==> config.mk <==
export PLATFORM = sky130hd
export DESIGN_NAME = alu_op_sequencer
export DESIGN_NICKNAME = d
export VERILOG_FILES = /design/src/rtl/alu_op_sequencer.sv
export SDC_FILE = /design/constraint.sdc
export NUM_CORES = 1
export LEC_CHECK = 0
export CELL_PAD_IN_SITES_DETAIL_PLACEMENT = 1
export CELL_PAD_IN_SITES_GLOBAL_PLACEMENT = 1
export CORE_MARGIN = 2
export CORE_UTILIZATION = 37
export CTS_CLUSTER_SIZE = 8
export DETAILED_ROUTE_END_ITERATION = 10
export PLACE_DENSITY = 0.91
export SYNTH_ARGS = -nofsm -noshare
export SYNTH_HDL_FRONTEND = slang
export SYNTH_SLANG_ARGS = --single-unit
==> constraint.sdc <==
create_clock -name clk -period 2.7 [get_ports clk]
set_clock_uncertainty 0.15 [all_clocks]
set_input_delay 0.81 -clock clk [delete_from_list [all_inputs] [get_ports clk]]
set_output_delay 0.81 -clock clk [all_outputs]
set_load 0.05 [all_outputs]
==> src/rtl/alu_op_sequencer.sv <==
// alu_op_sequencer: issues one command at a time to an external 8-bit combinational ALU,
// holds its inputs for ALU_WAIT cycles, captures the result into the accumulator and flags,
// and returns result/flags on a valid/ready response channel.
module alu_op_sequencer #(
    parameter int unsigned ALU_WAIT = 1
) (
    input  logic       clk,
    input  logic       rst,
    input  logic       req_valid,
    output logic       req_ready,
    input  logic [3:0] req_cmd,
    input  logic [7:0] req_operand,
    output logic [7:0] alu_register,
    output logic [7:0] alu_memory,
    output logic [4:0] alu_op_sel,
    output logic       alu_ci,
    output logic       alu_si,
    input  logic [7:0] alu_out,
    input  logic       alu_co,
    output logic       rsp_valid,
    input  logic       rsp_ready,
    output logic [7:0] rsp_result,
    output logic [2:0] rsp_flags,
    output logic       rsp_err,
    output logic [7:0] acc
);

    localparam int unsigned DATA_W = 8;
    localparam int unsigned CMD_W  = 4;
    localparam int unsigned SEL_W  = 5;
    localparam int unsigned CNT_W  = 4;

    // Last hold-counter value; capture happens on the edge that ends this cycle.
    localparam logic [CNT_W-1:0] CNT_LAST = CNT_W'(ALU_WAIT - 1);

    localparam logic [1:0] S_IDLE  = 2'd0;
    localparam logic [1:0] S_ISSUE = 2'd1;
    localparam logic [1:0] S_WAIT  = 2'd2;
    localparam logic [1:0] S_RESP  = 2'd3;

    localparam logic [CMD_W-1:0] CMD_ORA = 4'd0;
    localparam logic [CMD_W-1:0] CMD_AND = 4'd1;
    localparam logic [CMD_W-1:0] CMD_EOR = 4'd2;
    localparam logic [CMD_W-1:0] CMD_ADC = 4'd3;
    localparam logic [CMD_W-1:0] CMD_INC = 4'd4;
    localparam logic [CMD_W-1:0] CMD_DEC = 4'd5;
    localparam logic [CMD_W-1:0] CMD_SBC = 4'd6;
    localparam logic [CMD_W-1:0] CMD_CMP = 4'd7;
    localparam logic [CMD_W-1:0] CMD_TRB = 4'd8;
    localparam logic [CMD_W-1:0] CMD_LDA = 4'd9;

    logic [1:0]        state_q, state_d;
    logic [CNT_W-1:0]  cnt_q, cnt_d;
    logic [CMD_W-1:0]  cmd_q, cmd_d;
    logic [DATA_W-1:0] a_q, a_d;
    logic              c_q, c_d;
    logic              z_q, z_d;
    logic              n_q, n_d;
    logic              req_ready_q, req_ready_d;
    logic [DATA_W-1:0] alu_register_q, alu_register_d;
    logic [DATA_W-1:0] alu_memory_q, alu_memory_d;
    logic [SEL_W-1:0]  alu_op_sel_q, alu_op_sel_d;
    logic              alu_ci_q, alu_ci_d;
    logic              rsp_valid_q, rsp_valid_d;
    logic [DATA_W-1:0] rsp_result_q, rsp_result_d;
    logic [2:0]        rsp_flags_q, rsp_flags_d;
    logic              rsp_err_q, rsp_err_d;

    logic [2:0]        issue_sel;
    logic              issue_ci;

    logic [DATA_W-1:0] cap_result;
    logic              cap_err;
    logic              cap_wr_a;
    logic              cap_upd_c;
    logic              cap_c;
    logic              cap_z;
    logic              cap_n;

    // Map an incoming command to ALU select and carry-in (LDA/illegal leave the ALU at 0).
    always_comb begin
        issue_sel = 3'b000;
        issue_ci  = 1'b0;
        case (req_cmd)
            CMD_ORA: issue_sel = 3'b000;
            CMD_AND: issue_sel = 3'b001;
            CMD_EOR: issue_sel = 3'b010;
            CMD_ADC: begin
                issue_sel = 3'b011;
                issue_ci  = c_q;
            end
            CMD_INC: begin
                issue_sel = 3'b100;
                issue_ci  = 1'b1;
            end
            CMD_DEC: issue_sel = 3'b101;
            CMD_SBC: begin
                issue_sel = 3'b110;
                issue_ci  = c_q;
            end
            CMD_CMP: begin
                issue_sel = 3'b110;
                issue_ci  = 1'b1;
            end
            CMD_TRB: issue_sel = 3'b111;
            default: begin
                issue_sel = 3'b000;
                issue_ci  = 1'b0;
            end
        endcase
    end

    // Decide what the latched command does with the sampled ALU result.
    always_comb begin
        cap_result = '0;
        cap_err    = 1'b0;
        cap_wr_a   = 1'b0;
        cap_upd_c  = 1'b0;
        case (cmd_q)
            CMD_ORA, CMD_AND, CMD_EOR, CMD_INC, CMD_DEC: begin
                cap_result = alu_out;
                cap_wr_a   = 1'b1;
            end
            CMD_ADC, CMD_SBC: begin
                cap_result = alu_out;
                cap_wr_a   = 1'b1;
                cap_upd_c  = 1'b1;
            end
            CMD_CMP: begin
                cap_result = alu_out;
                cap_upd_c  = 1'b1;
            end
            CMD_TRB: cap_result = alu_out;
            CMD_LDA: begin
                cap_result = alu_memory_q;
                cap_wr_a   = 1'b1;
            end
            default: cap_err = 1'b1;
        endcase
        cap_c = cap_upd_c ? alu_co : c_q;
        cap_z = cap_err ? z_q : (cap_result == '0);
        cap_n = cap_err ? n_q : cap_result[DATA_W-1];
    end

    // Next-state and registered-output logic for the command sequencer.
    always_comb begin
        state_d        = state_q;
        cnt_d          = cnt_q;
        cmd_d          = cmd_q;
        a_d            = a_q;
        c_d            = c_q;
        z_d            = z_q;
        n_d            = n_q;
        alu_register_d = alu_register_q;
        alu_memory_d   = alu_memory_q;
        alu_op_sel_d   = alu_op_sel_q;
        alu_ci_d       = alu_ci_q;
        rsp_valid_d    = rsp_valid_q;
        rsp_result_d   = rsp_result_q;
        rsp_flags_d    = rsp_flags_q;
        rsp_err_d      = rsp_err_q;

        case (state_q)
            S_IDLE: begin
                if (req_valid && req_ready_q) begin
                    cmd_d          = req_cmd;
                    alu_register_d = a_q;
                    alu_memory_d   = req_operand;
                    alu_op_sel_d   = {2'b00, issue_sel};
                    alu_ci_d       = issue_ci;
                    cnt_d          = '0;
                    state_d        = S_ISSUE;
                end
            end
            S_ISSUE, S_WAIT: begin
                if (cnt_q == CNT_LAST) begin
                    if (cap_wr_a) begin
                        a_d = cap_result;
                    end
                    c_d          = cap_c;
                    z_d          = cap_z;
                    n_d          = cap_n;
                    rsp_result_d = cap_result;
                    rsp_flags_d  = {cap_n, cap_z, cap_c};
                    rsp_err_d    = cap_err;
                    rsp_valid_d  = 1'b1;
                    state_d      = S_RESP;
                end else begin
                    cnt_d   = cnt_q + CNT_W'(1);
                    state_d = S_WAIT;
                end
            end
            S_RESP: begin
                if (rsp_ready) begin
                    rsp_valid_d = 1'b0;
                    state_d     = S_IDLE;
                end
            end
            default: state_d = S_IDLE;
        endcase

        req_ready_d = (state_d == S_IDLE);
    end

    // State and output registers; reset abandons any command in flight.
    always_ff @(posedge clk or posedge rst) begin
        if (rst) begin
            state_q        <= S_IDLE;
            cnt_q          <= '0;
            cmd_q          <= '0;
            a_q            <= '0;
            c_q            <= 1'b0;
            z_q            <= 1'b0;
            n_q            <= 1'b0;
            req_ready_q    <= 1'b0;
            alu_register_q <= '0;
            alu_memory_q   <= '0;
            alu_op_sel_q   <= '0;
            alu_ci_q       <= 1'b0;
            rsp_valid_q    <= 1'b0;
            rsp_result_q   <= '0;
            rsp_flags_q    <= '0;
            rsp_err_q      <= 1'b0;
        end else begin
            state_q        <= state_d;
            cnt_q          <= cnt_d;
            cmd_q          <= cmd_d;
            a_q            <= a_d;
            c_q            <= c_d;
            z_q            <= z_d;
            n_q            <= n_d;
            req_ready_q    <= req_ready_d;
            alu_register_q <= alu_register_d;
            alu_memory_q   <= alu_memory_d;
            alu_op_sel_q   <= alu_op_sel_d;
            alu_ci_q       <= alu_ci_d;
            rsp_valid_q    <= rsp_valid_d;
            rsp_result_q   <= rsp_result_d;
            rsp_flags_q    <= rsp_flags_d;
            rsp_err_q      <= rsp_err_d;
        end
    end

    assign req_ready    = req_ready_q;
    assign alu_register = alu_register_q;
    assign alu_memory   = alu_memory_q;
    assign alu_op_sel   = alu_op_sel_q;
    assign alu_ci       = alu_ci_q;
    assign alu_si       = 1'b0;
    assign rsp_valid    = rsp_valid_q;
    assign rsp_result   = rsp_result_q;
    assign rsp_flags    = rsp_flags_q;
    assign rsp_err      = rsp_err_q;
    assign acc          = a_q;

endmodule
Word level (Yosys, flattened, before mapping)
Index checks and enable logic that the tools add are counted.
{ "word_totals": {"register_bits": 55, "inputBits": 25, "output_inout_bits": 45, "wordCells": 81} }
{ "classes": {"n_addsub": 1, "n_eq_ne": 24, "n_mux": 19, "reduce_logical": 21} }
{ "op_table": {"columns": ["cell", "count"], "rows": [
  ["4-bit by 3-bit equality test with 1-bit output (second input constant)", 8],
  ["3-bit case mux with 7 select lines", 1],
  ["4-bit by 2-bit equality test with 1-bit output (second input constant)", 4],
  ["8-bit case mux with 2 select lines", 1],
  ["4-bit equality test (second input constant)", 3],
  ["10-bit OR reduction", 1],
  ["1-bit 2-to-1 mux", 9],
  ["3-bit AND reduction", 3],
  ["9-bit OR reduction", 1],
  ["4-bit by 1-bit equality test with 1-bit output (second input constant)", 2],
  ["4-bit zero test", 2],
  ["8-bit zero test", 1],
  ["4-bit 2-to-1 mux", 2],
  ["2-bit inequality test (second input constant)", 4],
  ["4-bit case mux with 2 select lines", 1],
  ["2-bit OR reduction", 4],
  ["8-bit OR reduction", 1],
  ["2-bit case mux with 3 select lines", 1],
  ["4-bit by 1-bit adder with 4-bit output (second input constant)", 1],
  ["2-bit equality test (second input constant)", 2],
  ["2-bit zero test", 2],
  ["2-bit 2-to-1 mux", 2],
  ["1-bit case mux with 2 select lines", 2],
  ["2-bit AND reduction", 2],
  ["other kinds (4)", 5]
]} }

Depth between registers and ports, before layout
{ "logic_depth": {"depth_word": 5, "depth_mapped": 7, "depth_no_buf": 6} }

Least setup slack after synthesis
Ideal clock, no wire load.
{ "synth_timing": {"path_type": "input-to-reg", "start": "input req_valid", "end": "register cmd_q[3]", "arrival_time_ns": 1.542, "required_ns": 2.416, "setup_slack_ns": 0.875, "stages": 4, "path_buffers": 2, "path_cell_list": "nand3_1 > clkbuf_1 > buf_1 > o21ai_0"} }
{ "synth_between": {"elab_chain_cells": 2} }
{ "synth_lines": {"columns": ["element", "line_no", "source"], "rows": [
  ["start, declared", "9", "input logic req_valid,"],
  ["1-bit logical AND", "165", "if (req_valid && req_ready_q) begin"],
  ["2-bit AND reduction (no line)", null, null],
  ["end signal, assigned", "227", "cmd_q <= cmd_d;"],
  ["end, declared", "54", "logic [CMD_W-1:0] cmd_q, cmd_d;"]
]} }
No other way between the ends.
A chain may end at the register's enable or synchronous reset.

Worst setup path in the final report
{ "layout_timing": {"start": "register alu_memory_q[5], in the netlist alu_memory[5]", "end": "output alu_memory[5]"} }
{ "layout_rtl": {"columns": ["element", "line_no", "source"], "rows": [
  ["start, declared", "61", "logic [DATA_W-1:0] alu_memory_q, alu_memory_d;"],
  ["start signal, assigned", "234", "alu_memory_q <= alu_memory_d;"],
  ["end, declared", "14", "output logic [7:0] alu_memory,"]
]} }
No word-level cell between the ends.

==> flow_metrics.tcl <==
set metrics [dict create \
    pin_count 70 \
    drt-wirelength-per-cell_um 17.20 \
    grt_pass1_vias 2248 \
    numPortBuffers 66 \
    r2r_start "cmd_q[2]" \
    yosysMostFrequentCell "dfrtp_1" \
    fmax_mhz 397.6 \
    ctsHoldBuffers 0 \
    holdCritStartpoint "alu_register[5]" \
    synth_area_leaders "dfrtp_1, o21ai_0, mux2_2" \
    whs_endpoint "alu_register[5]" \
    gp_congestion 0.7491 \
    outcome "finished, final reports clean" \
    synth_top_area_frac 0.5136 \
    dp_hpwl_mm 5.107 \
    cap_violations 0 \
    diodes 0 \
    die_area_um2 7526 \
    chipWidth_um 86.75 \
    ff2ff_path_depth 5 \
    rr_endpoint "rsp_flags[1]" \
    drt-pass1-iter-count 4 \
    arrival_ns 1.56 \
    fin_crit_sh 0.9315 \
    ant_nets 0 \
    cp_num_cells 1 \
    core_um2 6719 \
    cts_buffer_depth 2 \
    setup_viol 0 \
    hp-class "reg -> reg" \
    cts.reportedPaths.clkPinSlew_ns 0.09 \
    critPathSlowestCell "clkdlybuf4s50_1" \
    clkLatencyLatePin_ns 0.32 \
    syn_inst 241 \
    cp_num_buf_inv 1 \
    multi_input_comb_area_um2 1050 \
    antenna_found_initial 0 \
    ys.flop_type "dfrtp_1" \
    cts_resized 0 \
    slowest_delay_ns 0.83 \
    drive_above_1_share 0.1107 \
    regArea_um2 1301 \
    cts_setup_buffers 0 \
    grt_overflow 0 \
    finalSetupTns_ns 0 \
    cp_data_required_time_ns 1.74 \
    async_flop_share 1.000 \
    cp_max_fo 3 \
    cts-root-buf "clkbuf_8" \
    synth_edf_count 0 \
    vias 2042 \
    drc 0 \
    grt_setup_unrepaired "no" \
    cp-end-kind "primary output" \
    slew_viol_final 0 \
    vias_per_cell 5.276 \
    nets 335 \
    die_h_um 86.75 \
    grt_first_pass_wirelength_mm 10.94 \
    path_class "reg -> out" \
    max-slew-margin-rel 0.6127 \
    synth.avg_cell_area_um2 10.51 \
    dr.first_iter.drc_count 90 \
    period_needed_ns 2.515 \
    start_util 0.3771 \
    ys_warn_count 0 \
    synth_commonest_cells "dfrtp_1, o21ai_0, nand2_1, inv_1" \
    cpLargestDelayFamily "buffers and inverters" \
    totalWireLength_mm 6.656 \
    final-hold-violation-count 0 \
    grt_max_degree 26 \
    rows 30 \
    yosysUniqueCellTypes 37 \
    ys_ff_latch 52 \
    startpoint_type "flip-flop" \
    fillCellCount 737 \
    cp_cell_sequence "clkdlybuf4s50_1" \
    numCtsBuffers 5 \
    hold_depth 2 \
    r2r_slack_ns 0.47 \
    ys_seq_area_frac 0.5136 \
    clkSinkCount 52 \
    tightest_slew_ns 0.5809 \
    synth_area_leader_cell "dfrtp_1" \
    ctsHtreeMaxLevel 2 \
    netlist_area_um2 2534 \
    area_growth_pct 33.19 \
    grt_usage 0.1880 \
    cts_tree "built" \
]
==> final cells by class <==
type,instances,area share
Timing Repair Buffer,76,0.2217
Clock buffer,5,0.02039
Tap cell,80,0.02966
Clock inverter,3,0.01261
Inverter,17,0.01891
Multi-Input combinational cell,154,0.3111
Sequential cell,52,0.3856
==> worst max-delay path by stage <==
stage / startpoint / end / slack [ns]
after floorplan: rst / acc[0] / 0.48
after detailed placement: alu_out[0] / rsp_flags[1] / 0.14
after CTS: alu_memory[2] / alu_memory[2] / 0.17
after global routing: alu_memory[2] / alu_memory[2] / 0.14
after global placement: alu_out[2] / rsp_flags[1] / 0.25
final: alu_memory[5] / alu_memory[5] / 0.18
==> sequential cells by signal, indices dropped and copies added, names as in the netlist <==
register      cells
n_q               1
cmd_q             4
alu_op_sel        3
alu_memory        8
acc               8
state_q           2
alu_register      8
rsp_err           1
rsp_valid         1
req_ready         1
rsp_result        8
rsp_flags         2
cnt_q             4
alu_ci            1
==> cell usage in the layout, fill, tap and decap left out, drive strengths merged, types with 7 or more instances in the layout <==
cell / synthesis / final
inv: 17 / 17
nor4b: 7 / 7
mux2: 11 / 11
and4bb: 7 / 7
o21ai: 31 / 31
mux2i: 9 / 9
nand2: 27 / 27
clkdlybuf4s50: 0 / 66
buf: 16 / 10
dfrtp: 52 / 52
nor2b: 11 / 11
==> worst min-delay path, stage by stage, from the launching register on <==
cell	delay, ns
dfrtp_1	0.35
nand2_1	0.05
o21ai_0	0.06
==> kinds of logic (layout without fill, tap and decap cells) <==
kind of cell / after synthesis / count (layout) / synth area share
AND/OR/NAND/NOR: 70 / 70 / 0.1674
buffers and inverters: 37 / 101 / 0.07506
flip-flops: 52 / 52 / 0.5136
multiplexers: 20 / 20 / 0.08445
other: 1 / 3 / 0.001480
AO/OA/AOI/OAI: 57 / 57 / 0.1383
adder cells (fa/ha/maj): 4 / 4 / 0.01975
==> metrics by stage <==
step / setup slack, ns / instance area, um2 / hold WS [ns] / utilization / cells
after floorplan: 0.4821 / 2541 / 0.2997 / - / 243
after global placement: 0.2522 / 3263 / 0.3122 / 0.4857 / 379
after detailed placement: 0.1365 / 3263 / 0.3281 / 0.4857 / 379
after CTS: 0.1749 / 3374 / 0.3517 / 0.5022 / 387
after global routing: 0.1369 / 3374 / 0.3763 / 0.5022 / 387
final: 0.1850 / 3374 / 0.3461 / 0.5022 / 387
==> metal layers <==
metal / GRT usage / wire (um) / up-vias
li1: - / - / 959
met1: 0.2226 / 2846 / 1022
met2: 0.3350 / 3445 / 53
met3: 0.04476 / 290 / 8
met4: 0.06108 / 74 / 0
met5: 0 / 0 / -
Power is not shown: default switching activity piles up to over one toggle a cycle in this logic, so the estimate is an artifact.
==> patch, RTL diff (same flow settings) <==
Take the reset off `a_q`, `alu_memory_q` and `rsp_result_q` and load them in a clocked block of their own.
--- a/src/rtl/alu_op_sequencer.sv
+++ b/src/rtl/alu_op_sequencer.sv
@@ -208,37 +208,37 @@
             state_q        <= S_IDLE;
             cnt_q          <= '0;
             cmd_q          <= '0;
-            a_q            <= '0;
             c_q            <= 1'b0;
             z_q            <= 1'b0;
             n_q            <= 1'b0;
             req_ready_q    <= 1'b0;
             alu_register_q <= '0;
-            alu_memory_q   <= '0;
             alu_op_sel_q   <= '0;
             alu_ci_q       <= 1'b0;
             rsp_valid_q    <= 1'b0;
-            rsp_result_q   <= '0;
             rsp_flags_q    <= '0;
             rsp_err_q      <= 1'b0;
         end else begin
             state_q        <= state_d;
             cnt_q          <= cnt_d;
             cmd_q          <= cmd_d;
-            a_q            <= a_d;
             c_q            <= c_d;
             z_q            <= z_d;
             n_q            <= n_d;
             req_ready_q    <= req_ready_d;
             alu_register_q <= alu_register_d;
-            alu_memory_q   <= alu_memory_d;
             alu_op_sel_q   <= alu_op_sel_d;
             alu_ci_q       <= alu_ci_d;
             rsp_valid_q    <= rsp_valid_d;
-            rsp_result_q   <= rsp_result_d;
             rsp_flags_q    <= rsp_flags_d;
             rsp_err_q      <= rsp_err_d;
         end
+    end
+
+    always_ff @(posedge clk) begin
+        a_q          <= a_d;
+        alu_memory_q <= alu_memory_d;
+        rsp_result_q <= rsp_result_d;
     end
 
     assign req_ready    = req_ready_q;
Function: differs if rst is asserted again (counterexample within 4 cycles, from zero or initial values and one cycle with rst high); with rst held inactive, the same outputs for 10 cycles.
==> patch against the unedited design <==
- routed wire length fell by 14%
- fmax rose by 0.20%
- setup slack improved by 0.0049 ns
- design area fell by 4.7%
- sequential share of layout area rose by 5.7 points
- synthesized area fell by 4.7%
- sequential cell count did not move
- critical path type unchanged
==> patch: results (changes against the unedited design) <==
Status
  • Status: finished clean (unchanged)

Clock tree
  • # H-tree levels: 2 (unchanged)
  • CTS Buffer Depth: 2 (unchanged)
  • Postcts setup bufs: 0 (unchanged)

Place
  • Hpwl dp: 4370 µm (was 5110 µm)
  • Post-Place Setup Slack: 0.00841 ns (was 0.137 ns)
  • Placed Cells: 328 (was 379)
  • Placed cell area: 3100 µm² (was 3260 µm²)
  • GP Congestion: 0.764 (was 0.749)

Finish
  • Fillers: 686 (was 737)
  • # diodes: 0 (unchanged)
  • # nets final: 287 (was 335)
  • Share of cells above drive strength 1: 14.3% (was 11.1%)

Logic synthesis
  • Synth warnings: 0 (unchanged)
  • Seq/Total Area, Yosys: 58.9% (was 51.4%)
  • Syn_area_per_cell: 12.3 µm² (was 10.5 µm²)
  • Post-synth EDFFs: 24 (was 0)
  • Adder-cell share of the synthesized area: 2.07% (was 1.98%)
  • Post-synth ARST share: 53.8% (was 100%)
  • Synth Area in Compound Gates: 12.6% (was 13.8%)
  • Area contributors post-synth: edfxtp_1 (30%), dfrtp_1 (29%), mux2_2 (6.1%), buf_4 (3.4%), ha_1 (2.1%) (was dfrtp_1 (51%), o21ai_0 (6.1%), mux2_2 (4.9%), nand2_1 (4.0%), mux2i_1 (3.6%))
  • Xor/xnor cell area share of the yosys netlist: 0% (unchanged)
  • Post-synth top cells: dfrtp_1 (28), edfxtp_1 (24), mux2_2 (13) (was dfrtp_1 (52), o21ai_0 (31), nand2_1 (27))
  • Multiplexer area fraction after synthesis: 6.48% (was 8.44%)
  • Yosys cell types: 45 (was 37)

STA
  • Slew HR: 57.4% (was 61.3%)

Detailed routing
  • Met2 wire len: 3000 µm (was 3450 µm)
  • Initial drt markers: 118 (was 90)
  • Routed len/inst: 17.0 µm (was 17.2 µm)
  • M1 wire length: 2380 µm (was 2850 µm)
  • Vias per cell: 5.23 (was 5.28)
  • Routed vias: 1758 (was 2042)
  • Met3 routed WL: 222 µm (was 290 µm)

Global routing
  • Gr usage total: 17.0% (was 18.8%)
  • First-pass GRT wire length: 9500 µm (was 10900 µm)
  • Largest net degree at the start of global routing: 29 (was 26)
  • Number of global-route vias before repair: 1870 (was 2248)
  • Antenna violations before repair: 0 (unchanged)

Worst hold path
  • HP Class: flop to flop (unchanged)

Critical path
  • CP max FO: 5 (was 3)
## patch: layout make-up
cell class                 instances  area (µm²)  area share (%)
tap                               77        96.3            3.00
sequential                        52        1420            44.2
multi-input combinational        117         833            25.9
timing repair buffer              71         711            22.1
clock inverter                     3        42.5            1.32
inverter                          11        41.3            1.28
clock buffer                       5        68.8            2.14
## patch: worst paths after layout
check | slack, ns | to | start | cells after the start
max | 0.19 | req_ready | req_ready | 1
min reg2reg | 0.34 | alu_op_sel[0] | alu_op_sel[0] | 2
min | 0.34 | alu_op_sel[0] | alu_op_sel[0] | 2
min in group asynchronous | 0.73 | alu_register[4] | rst | 3
max in group asynchronous | 1.39 | cmd_q[3] | rst | 3
max reg2reg | 0.51 | rsp_flags[1] | cmd_q[0] | 4
## patch: routing by layer
metal	vias to the layer above	GRT usage, %
met2	52	30.4
li1	832	-
met3	9	2.46
met5	-	0
met4	0	7.36
met1	865	20.3
